$ cat src/rtl/cache_pkg.sv
// Shared types and helpers for the cache miss-service (refill) engine.
package cache_pkg;

    typedef enum logic [2:0] {
        ST_IDLE  = 3'd0,
        ST_WRITE = 3'd1,
        ST_FETCH = 3'd2,
        ST_DONE  = 3'd3,
        ST_HOLD  = 3'd4
    } refill_state_t;

    function automatic int block_size(input int bits);
        return int'(32'd1 << bits);
    endfunction

    // Block-aligned base address: word-offset bits forced to zero.
    function automatic logic [31:0] block_base(input logic [31:0] addr, input int bits);
        logic [31:0] mask;
        mask = ~((32'd1 << bits) - 32'd1);
        return addr & mask;
    endfunction

endpackage

$ cat src/rtl/cache_refill_buffer.sv
// Block staging buffer: one indexed write port, whole block visible in parallel.
module cache_refill_buffer
    import cache_pkg::*;
#(
    parameter int DATA_BITS  = 32,
    parameter int BLOCK_BITS = 2,
    localparam int BLOCK_SIZE = block_size(BLOCK_BITS)
) (
    input  logic                  clk,
    input  logic                  reset_n,
    input  logic                  i_wr_en,
    input  logic [BLOCK_BITS-1:0] i_wr_idx,
    input  logic [DATA_BITS-1:0]  i_wr_data,
    output logic [DATA_BITS-1:0]  o_rd_data [BLOCK_SIZE-1:0]
);

    logic [DATA_BITS-1:0] r_words [BLOCK_SIZE-1:0];

    // Word storage, cleared on reset, otherwise kept until overwritten.
    always_ff @(posedge clk or negedge reset_n) begin
        if (!reset_n) begin
            for (int i = 0; i < BLOCK_SIZE; i++) begin
                r_words[i] <= '0;
            end
        end else if (i_wr_en) begin
            r_words[i_wr_idx] <= i_wr_data;
        end
    end

    assign o_rd_data = r_words;

endmodule

$ cat src/rtl/cache_refill_ctrl.sv
// Miss-service engine: single-word write-through and whole-block read refill
// between the cache and a word-wide memory port.
module cache_refill_ctrl
    import cache_pkg::*;
#(
    parameter int RAM_ADDRESS_BITS = 10,
    parameter int DATA_BITS        = 32,
    parameter int BLOCK_BITS       = 2,
    parameter int HOLD_CYCLES      = 2,
    localparam int BLOCK_SIZE      = block_size(BLOCK_BITS)
) (
    input  logic                        clk,
    input  logic                        reset_n,
    input  logic [RAM_ADDRESS_BITS-1:0] prop_address,
    input  logic                        prop_read_en,
    input  logic [DATA_BITS-1:0]        prop_write_data,
    input  logic                        prop_write_en,
    output logic                        ram_valid,
    output logic [DATA_BITS-1:0]        ram_data [BLOCK_SIZE-1:0],
    output logic                        busy,
    output logic [RAM_ADDRESS_BITS-1:0] mem_address,
    output logic                        mem_read_en,
    output logic                        mem_write_en,
    output logic [DATA_BITS-1:0]        mem_write_data,
    input  logic                        mem_ready,
    input  logic                        mem_rvalid,
    input  logic [DATA_BITS-1:0]        mem_rdata
);

    localparam int CNT_W  = BLOCK_BITS + 1;
    localparam int HOLD_W = (HOLD_CYCLES > 1) ? $clog2(HOLD_CYCLES) : 1;

    refill_state_t               r_state;
    logic [RAM_ADDRESS_BITS-1:0] r_base;
    logic [RAM_ADDRESS_BITS-1:0] r_mem_address;
    logic [DATA_BITS-1:0]        r_mem_write_data;
    logic                        r_mem_read_en;
    logic                        r_mem_write_en;
    logic                        r_ram_valid;
    logic                        r_busy;
    logic [CNT_W-1:0]            r_req_cnt;
    logic [CNT_W-1:0]            r_rsp_cnt;
    logic [HOLD_W-1:0]           r_hold_cnt;

    logic [RAM_ADDRESS_BITS-1:0] w_prop_base;
    logic [CNT_W-1:0]            w_req_next;
    logic [RAM_ADDRESS_BITS-1:0] w_next_addr;
    logic                        w_rsp_take;

    assign w_prop_base = RAM_ADDRESS_BITS'(block_base(32'(prop_address), BLOCK_BITS));
    assign w_req_next  = r_req_cnt + CNT_W'(1);
    assign w_next_addr = r_base | RAM_ADDRESS_BITS'(w_req_next[BLOCK_BITS-1:0]);
    // Only responses to already-accepted requests are stored; strays are dropped.
    assign w_rsp_take  = (r_state == ST_FETCH) && mem_rvalid && (r_rsp_cnt < r_req_cnt);

    // Refill sequencer; every memory-side and cache-side output is a flop.
    always_ff @(posedge clk or negedge reset_n) begin
        if (!reset_n) begin
            r_state          <= ST_IDLE;
            r_base           <= '0;
            r_mem_address    <= '0;
            r_mem_write_data <= '0;
            r_mem_read_en    <= 1'b0;
            r_mem_write_en   <= 1'b0;
            r_ram_valid      <= 1'b0;
            r_busy           <= 1'b0;
            r_req_cnt        <= '0;
            r_rsp_cnt        <= '0;
            r_hold_cnt       <= '0;
        end else begin
            case (r_state)
                ST_IDLE: begin
                    if (prop_write_en) begin
                        r_state          <= ST_WRITE;
                        r_busy           <= 1'b1;
                        r_mem_write_en   <= 1'b1;
                        r_mem_address    <= prop_address;
                        r_mem_write_data <= prop_write_data;
                    end else if (prop_read_en) begin
                        r_state       <= ST_FETCH;
                        r_busy        <= 1'b1;
                        r_mem_read_en <= 1'b1;
                        r_base        <= w_prop_base;
                        r_mem_address <= w_prop_base;
                        r_req_cnt     <= '0;
                        r_rsp_cnt     <= '0;
                    end else begin
                        r_busy <= 1'b0;
                    end
                end
                ST_WRITE: begin
                    if (mem_ready) begin
                        r_state        <= ST_IDLE;
                        r_busy         <= 1'b0;
                        r_mem_write_en <= 1'b0;
                    end
                end
                ST_FETCH: begin
                    if (r_mem_read_en && mem_ready) begin
                        r_req_cnt <= w_req_next;
                        if (r_req_cnt == CNT_W'(BLOCK_SIZE - 1)) begin
                            r_mem_read_en <= 1'b0;
                        end else begin
                            r_mem_address <= w_next_addr;
                        end
                    end
                    if (w_rsp_take) begin
                        r_rsp_cnt <= r_rsp_cnt + CNT_W'(1);
                        if (r_rsp_cnt == CNT_W'(BLOCK_SIZE - 1)) begin
                            r_state     <= ST_DONE;
                            r_ram_valid <= 1'b1;
                        end
                    end
                end
                ST_DONE: begin
                    r_state     <= ST_HOLD;
                    r_ram_valid <= 1'b0;
                    r_hold_cnt  <= '0;
                end
                ST_HOLD: begin
                    // Gives the cache time to register ram_valid and fill the line.
                    if (r_hold_cnt == HOLD_W'(HOLD_CYCLES - 1)) begin
                        r_state <= ST_IDLE;
                        r_busy  <= 1'b0;
                    end else begin
                        r_hold_cnt <= r_hold_cnt + HOLD_W'(1);
                    end
                end
                default: begin
                    r_state        <= ST_IDLE;
                    r_busy         <= 1'b0;
                    r_mem_read_en  <= 1'b0;
                    r_mem_write_en <= 1'b0;
                    r_ram_valid    <= 1'b0;
                end
            endcase
        end
    end

    cache_refill_buffer #(
        .DATA_BITS  (DATA_BITS),
        .BLOCK_BITS (BLOCK_BITS)
    ) u_buffer (
        .clk       (clk),
        .reset_n   (reset_n),
        .i_wr_en   (w_rsp_take),
        .i_wr_idx  (r_rsp_cnt[BLOCK_BITS-1:0]),
        .i_wr_data (mem_rdata),
        .o_rd_data (ram_data)
    );

    assign ram_valid      = r_ram_valid;
    assign busy           = r_busy;
    assign mem_address    = r_mem_address;
    assign mem_read_en    = r_mem_read_en;
    assign mem_write_en   = r_mem_write_en;
    assign mem_write_data = r_mem_write_data;

endmodule

$ cat config.mk
export PLATFORM = sky130hd
export DESIGN_NAME = cache_refill_ctrl
export DESIGN_NICKNAME = d
export VERILOG_FILES = /design/src/rtl/cache_pkg.sv /design/src/rtl/cache_refill_buffer.sv /design/src/rtl/cache_refill_ctrl.sv
export SDC_FILE = /design/constraint.sdc
export NUM_CORES = 1
export LEC_CHECK = 0
export ABC_AREA = 1
export BUFFER_PORTS_ARGS = -buffer_cell sky130_fd_sc_hd__buf_2
export CAP_MARGIN = 20
export CORE_UTILIZATION = 35
export DETAILED_ROUTE_END_ITERATION = 8
export SETUP_SLACK_MARGIN = 0.4
export SKIP_CTS_REPAIR_TIMING = 1
export SYNTH_ARGS = -nofsm -noshare
export SYNTH_HDL_FRONTEND = slang
export SYNTH_SLANG_ARGS = --single-unit
$ cat constraint.sdc
create_clock -name clk -period 1.7 [get_ports clk]
set_input_delay 0.085 -clock clk [delete_from_list [all_inputs] [get_ports clk]]
set_output_delay 0.085 -clock clk [all_outputs]
set_load 0.05 [all_outputs]
# Yosys cells after proc, flatten, opt, wreduce, memory -nomap -nowiden
# Index checks and enable logic that the tools add are counted.
[word_totals] reg_bits=192 latch_bits=0 ram_bits=0 romBits=0 in_bits=80 out_inout_bits=174 elab_cells=103 mem_count=0
[classes] n_addsub=3 n_mul=0 div_mod_pow=0 n_lt_le_gt_ge=3 n_eq_ne=17 shift=0 mux=38 bitwise_logic=6 n_reduce_logical=21
[ops] operator="$bwmux 128" count=1
[ops] operator="$demux 32 s2" count=1
[ops] operator="$mux 10" count=4
[ops] operator="$mux 32" count=1
[ops] operator="$mux 3" count=10
[ops] operator="$pmux 10 s2" count=1
[ops] operator="$pmux 3 s5" count=1
[ops] operator="$eq 3x2->1 const B" count=4
[ops] operator="$mux 1" count=12
[ops] operator="$ne 2x2->1 const B" count=6
[ops] operator="$pmux 3 s2" count=2
[ops] operator="$reduce_and 3->1" count=4
[ops] operator="$reduce_and 4->1" count=3
[ops] operator="$or 10x2->10" count=1
[ops] operator="$reduce_and 5->1" count=2
[ops] operator="$reduce_or 3->1" count=3
[ops] operator="$ne 2x1->1 const B" count=4
[ops] operator="$add 3x1->3 const B" count=2
[ops] operator="$pmux 1 s3" count=2
[ops] operator="$not 1->1" count=5
[ops] operator="$logic_and 1x1->1" count=4
[ops] operator="$pmux 1 s2" count=2
[ops] operator="$pmux 1 s4" count=1
[ops] operator="$reduce_bool 2->1" count=2
[ops] operator="10 further kinds" count=10

# Longest topological paths before layout
[depth] depth_word=5 ltp_mapped=11 depth_no_buf=10

# Modules after synthesis
# A second synthesis with hierarchy kept.
[hier_totals] hier_cells=912 hier_area_um2=8199.1
[modules_own_cells] module="cache_refill_buffer" n_inst=1 cells_per_inst=569 area_per_inst_um2=5188.7 seq_area_each_um2=3203.1
[modules_own_cells] module="cache_refill_ctrl" n_inst=1 cells_per_inst=343 area_per_inst_um2=3010.4 seq_area_each_um2=1601.5

# Least setup slack after synthesis
# No wires, ideal clock.
[synth_timing] path_type="register to register" start="register r_req_cnt[2]" end="register u_buffer.r_words, in the netlist u_buffer.o_rd_data[72]" setup_ps=127 arrival_ps=1546 t_required_ps=1573 setup_slack_ps=27 stages_incl_launch_ff=12 n_path_buf=1 synth_period_minus_slack_ps=1673 path_cell_list="dfrtp_1 > inv_1 > ha_1 > nand2_1 > inv_1 > nor2_1 > nand2_1 > nor2_8 > nand2_2 > buf_2 > nand2_1 > o21ai_0"
[synth_between] elab_chain_cells=2
[synth_rtl] item="from (decl)" line="cache_refill_ctrl.sv:41" rtl="logic [CNT_W-1:0] r_req_cnt;"
[synth_rtl] item="from (signal assigned)" line="cache_refill_ctrl.sv:100" rtl="r_req_cnt <= w_req_next;"
[synth_rtl] item="$lt 3x3->1" line="cache_refill_ctrl.sv:54" rtl="assign w_rsp_take = (r_state == ST_FETCH) && mem_rvalid && (r_rsp_cnt < r_req_cnt);"
[synth_rtl] item="$logic_and 1x1->1" line="cache_refill_ctrl.sv:54"
[synth_rtl] item="to (signal, indexed assignment)" line="cache_refill_buffer.sv:26" rtl="r_words[i_wr_idx] <= i_wr_data;"
[synth_rtl] item="to (decl)" line="cache_refill_buffer.sv:17" rtl="logic [DATA_BITS-1:0] r_words [BLOCK_SIZE-1:0];"
# No other way between the ends.
# A chain may end at the register's enable or synchronous reset.

# Worst setup path in the final report
[layout_timing] start="register r_req_cnt[2]" end="register u_buffer.r_words, in the netlist u_buffer.o_rd_data[43]"
# The elaborated chain is that of the path after synthesis.

==> flow_metrics.tcl <==
set metrics [dict create \
    hp-class "input port to register" \
    slew_headroom_pct 79.0 \
    setup.worst_path.start_class "register" \
    cp_max_fo 23 \
    synth_cells 785 \
    cts.sinks 192 \
    whs_ns -0.0145 \
    setup_viol 9 \
    syn_to_final_growth_pct 48.0 \
    io_pins 254 \
    ys_dominant_reg_cell "dfrtp_1" \
    synth-seq-cells 192 \
    antenna_found_initial 0 \
    fp.dieW_um 148 \
    min_period_over_period_pct 101 \
    place_area_sq_um 9200 \
    overflow 0 \
    async_reset_ff_share_pct 100 \
    layout-drive-gt1-share_pct 34.7 \
    cp.arrival_ns 2.02 \
    min_from "mem_rdata[1]" \
    n_antenna_cell 0 \
    drv_cap 0 \
    design_area_sq_um 11000 \
    cts.clk_slew.worst_paths_ns 0.07 \
    worst_slack_ns -0.0124 \
    gp_congestion 0.792 \
    synth_top_area_cell "dfrtp_1" \
    num_vias 6473 \
    violations "negative hold slack, negative setup slack" \
    crit_chain "inv_2 > ha_4 > nand2_1 > inv_1 > nor2_1 > nand2_2 > nor2_8 > nand2_4 > clkbuf_16 > nand2_1 > o21ai_1" \
    grtUsageTotal_pct 17.6 \
    cts_tree "built" \
    crit_family "simple AND/OR/NAND/NOR gates" \
    tightestPinTransition_ns 0.315 \
    grt_max_degree 60 \
    drcViolationCount 0 \
    crit_slowest_cell "dfrtp_1" \
    ant_nets 0 \
    cts-root-buf "clkbuf_16" \
    h-tree-depth 4 \
    drt_iter0_markers 218 \
    die_h_um 148 \
    synth_commonest_cells "nand2_1, dfrtp_1, o21ai_1" \
    yosysTopAreaCellShare_pct 64.8 \
    final_nets 1217 \
    critPathBufInv 3 \
    cts_made_buffers 17 \
    synth_area_leaders "dfrtp_1, nand2_1, o21ai_1" \
    fmax_ghz 0.584 \
    yosysWarnings 0 \
    start_util_pct 36.2 \
    grt_pass1_wl_um 30400 \
    grt_pass1_vias 5774 \
    hold_viol 6 \
    critPathKind "register to register" \
    cpMostUsedCell "nand2_1" \
    ir_drop_mv 1.19 \
    synthesis.area_sq_um 7420 \
    multi_input_area_sq_um 2520 \
    row_count 52 \
    drtPass1Iterations 4 \
    crit_path_start "r_req_cnt[2]" \
    synth_edf_count 0 \
    syn_nets 874 \
    drt-total-wl_um 21300 \
    yosys.cell_count.top_type "nand2_1" \
    avgSynthCellArea_sq_um 9.45 \
    clock_skew_ns 0.0117 \
    clk_latency_ns 0.42 \
    post_drt_via_cell_ratio 4.59 \
    p_leak_nw 5.98 \
    synth_seq_area_share_pct 64.8 \
    dp_hpwl_um 13300 \
    cts_buffer_depth 2 \
    cp.required_ns 2.01 \
    fillers 1855 \
    rsz0062_at_grt "yes" \
    core_area_sq_um 20500 \
    die-area_sq_um 21800 \
    p_per_area_nw_per_um2 2110 \
    period_minus_slack_ns 1.71 \
    layout.area.seq_sq_um 4810 \
    status "finished with violations" \
    r2r-start "r_req_cnt[2]" \
    drt-wirelength-per-cell_um 15.1 \
    portBuffers 253 \
    slew_violations 0 \
    ys_types 20 \
    end_kind "register" \
    r2r_slack_ns -0.01 \
    final_util_pct 53.6 \
    crit_path_max_incr_delay_ns 0.39 \
]
## per-layer routing
layer	share of wire, %	wire length (um)	global-route usage [%]
met1	46	9800	24.6
met2	48	10300	27.4
met3	4.9	1040	4.41
met4	0.77	163	4.69
met5	0	0	0
## final timing paths
path / to / cells after the start
min in group asynchronous: u_buffer.o_rd_data[72] / 2
worst max register to register: u_buffer.o_rd_data[43] / 11
worst max-delay path: u_buffer.o_rd_data[43] / 11
max in group asynchronous: u_buffer.o_rd_data[83] / 3
worst min register to register: mem_write_data[23] / 2
worst min-delay path: u_buffer.o_rd_data[65] / 3
## placed cells by master (no fill, tap or decap), drive strengths merged
| master | count |
|---|---|
| buf | 284 |
| clkinvlp | 2 |
| a22oi | 1 |
| clkbuf | 27 |
| inv | 69 |
| nor2 | 22 |
| clkinv | 1 |
| dfrtp | 192 |
| dlygate4sd3 | 68 |
| bufinv | 1 |
| o21a | 1 |
| nand3 | 7 |
| ha | 9 |
| nand2 | 290 |
| a21oi | 11 |
| nand4 | 2 |
| o21ai | 154 |
## where the power goes
part / leakage [nW] / switching (mW) / internal (mW)
Combinational: 3.20 / 8.71 / 3.16
Sequential: 2.51 / 1.03 / 6.29
Clock: 0.273 / 1.83 / 2.11
## state kept, by name, summed over array words and instances (netlist names)
| signal | flops |
|---|---|
| u_buffer.o_rd_data | 128 |
| mem_write_data | 32 |
| mem_address | 10 |
| r_base | 8 |
| r_req_cnt | 3 |
| r_rsp_cnt | 3 |
| r_state | 3 |
| busy | 1 |
| mem_read_en | 1 |
| mem_write_en | 1 |
| r_hold_cnt | 1 |
| ram_valid | 1 |
## logic make-up after synthesis
kind of cell / count (synthesis) / share of synthesized area, %
and+or+nand+nor: 321 / 17.0
adders and majority gates: 9 / 1.52
DFF: 192 / 64.8
buffers and inverters: 96 / 5.35
AOI/OAI and AO/OA: 167 / 11.3
## per-stage QoR
| step | hold slack (ns) | setup TNS (ns) | std cells | power (mW) | setup slack [ns] |
|---|---|---|---|---|---|
| 3_3_place_gp | -0.00734 | 0 | 1300 | 18.1 | 0.00274 |
| 6_report | -0.0145 | -0.0603 | 1411 | 23.1 | -0.0124 |
| 5_1_grt | 0.00440 | -12.91 | 1411 | 24.5 | -0.137 |
| 2_1_floorplan | -0.211 | 0 | 785 | 15.3 | 0.0634 |
| 4_1_cts | -0.471 | 0 | 1332 | 22.2 | 0.00155 |
| 3_5_place_dp | -0.00937 | -0.00663 | 1300 | 18.2 | -0.00611 |
## worst min-delay path, stage by stage
cell and delay (ns):
buf_2 0.07, inv_1 0.07, o21ai_1 0.13
## final cells by class
cell class	count	area share (%)
Clock buffer	21	4.10
Clock inverter	11	1.06
Inverter	62	2.17
Multi-Input combinational cell	497	22.9
Sequential cell	192	43.8
Tap cell	270	3.08
Timing Repair Buffer	358	22.9
No activity file was read; power rests on OpenSTA's default activity.
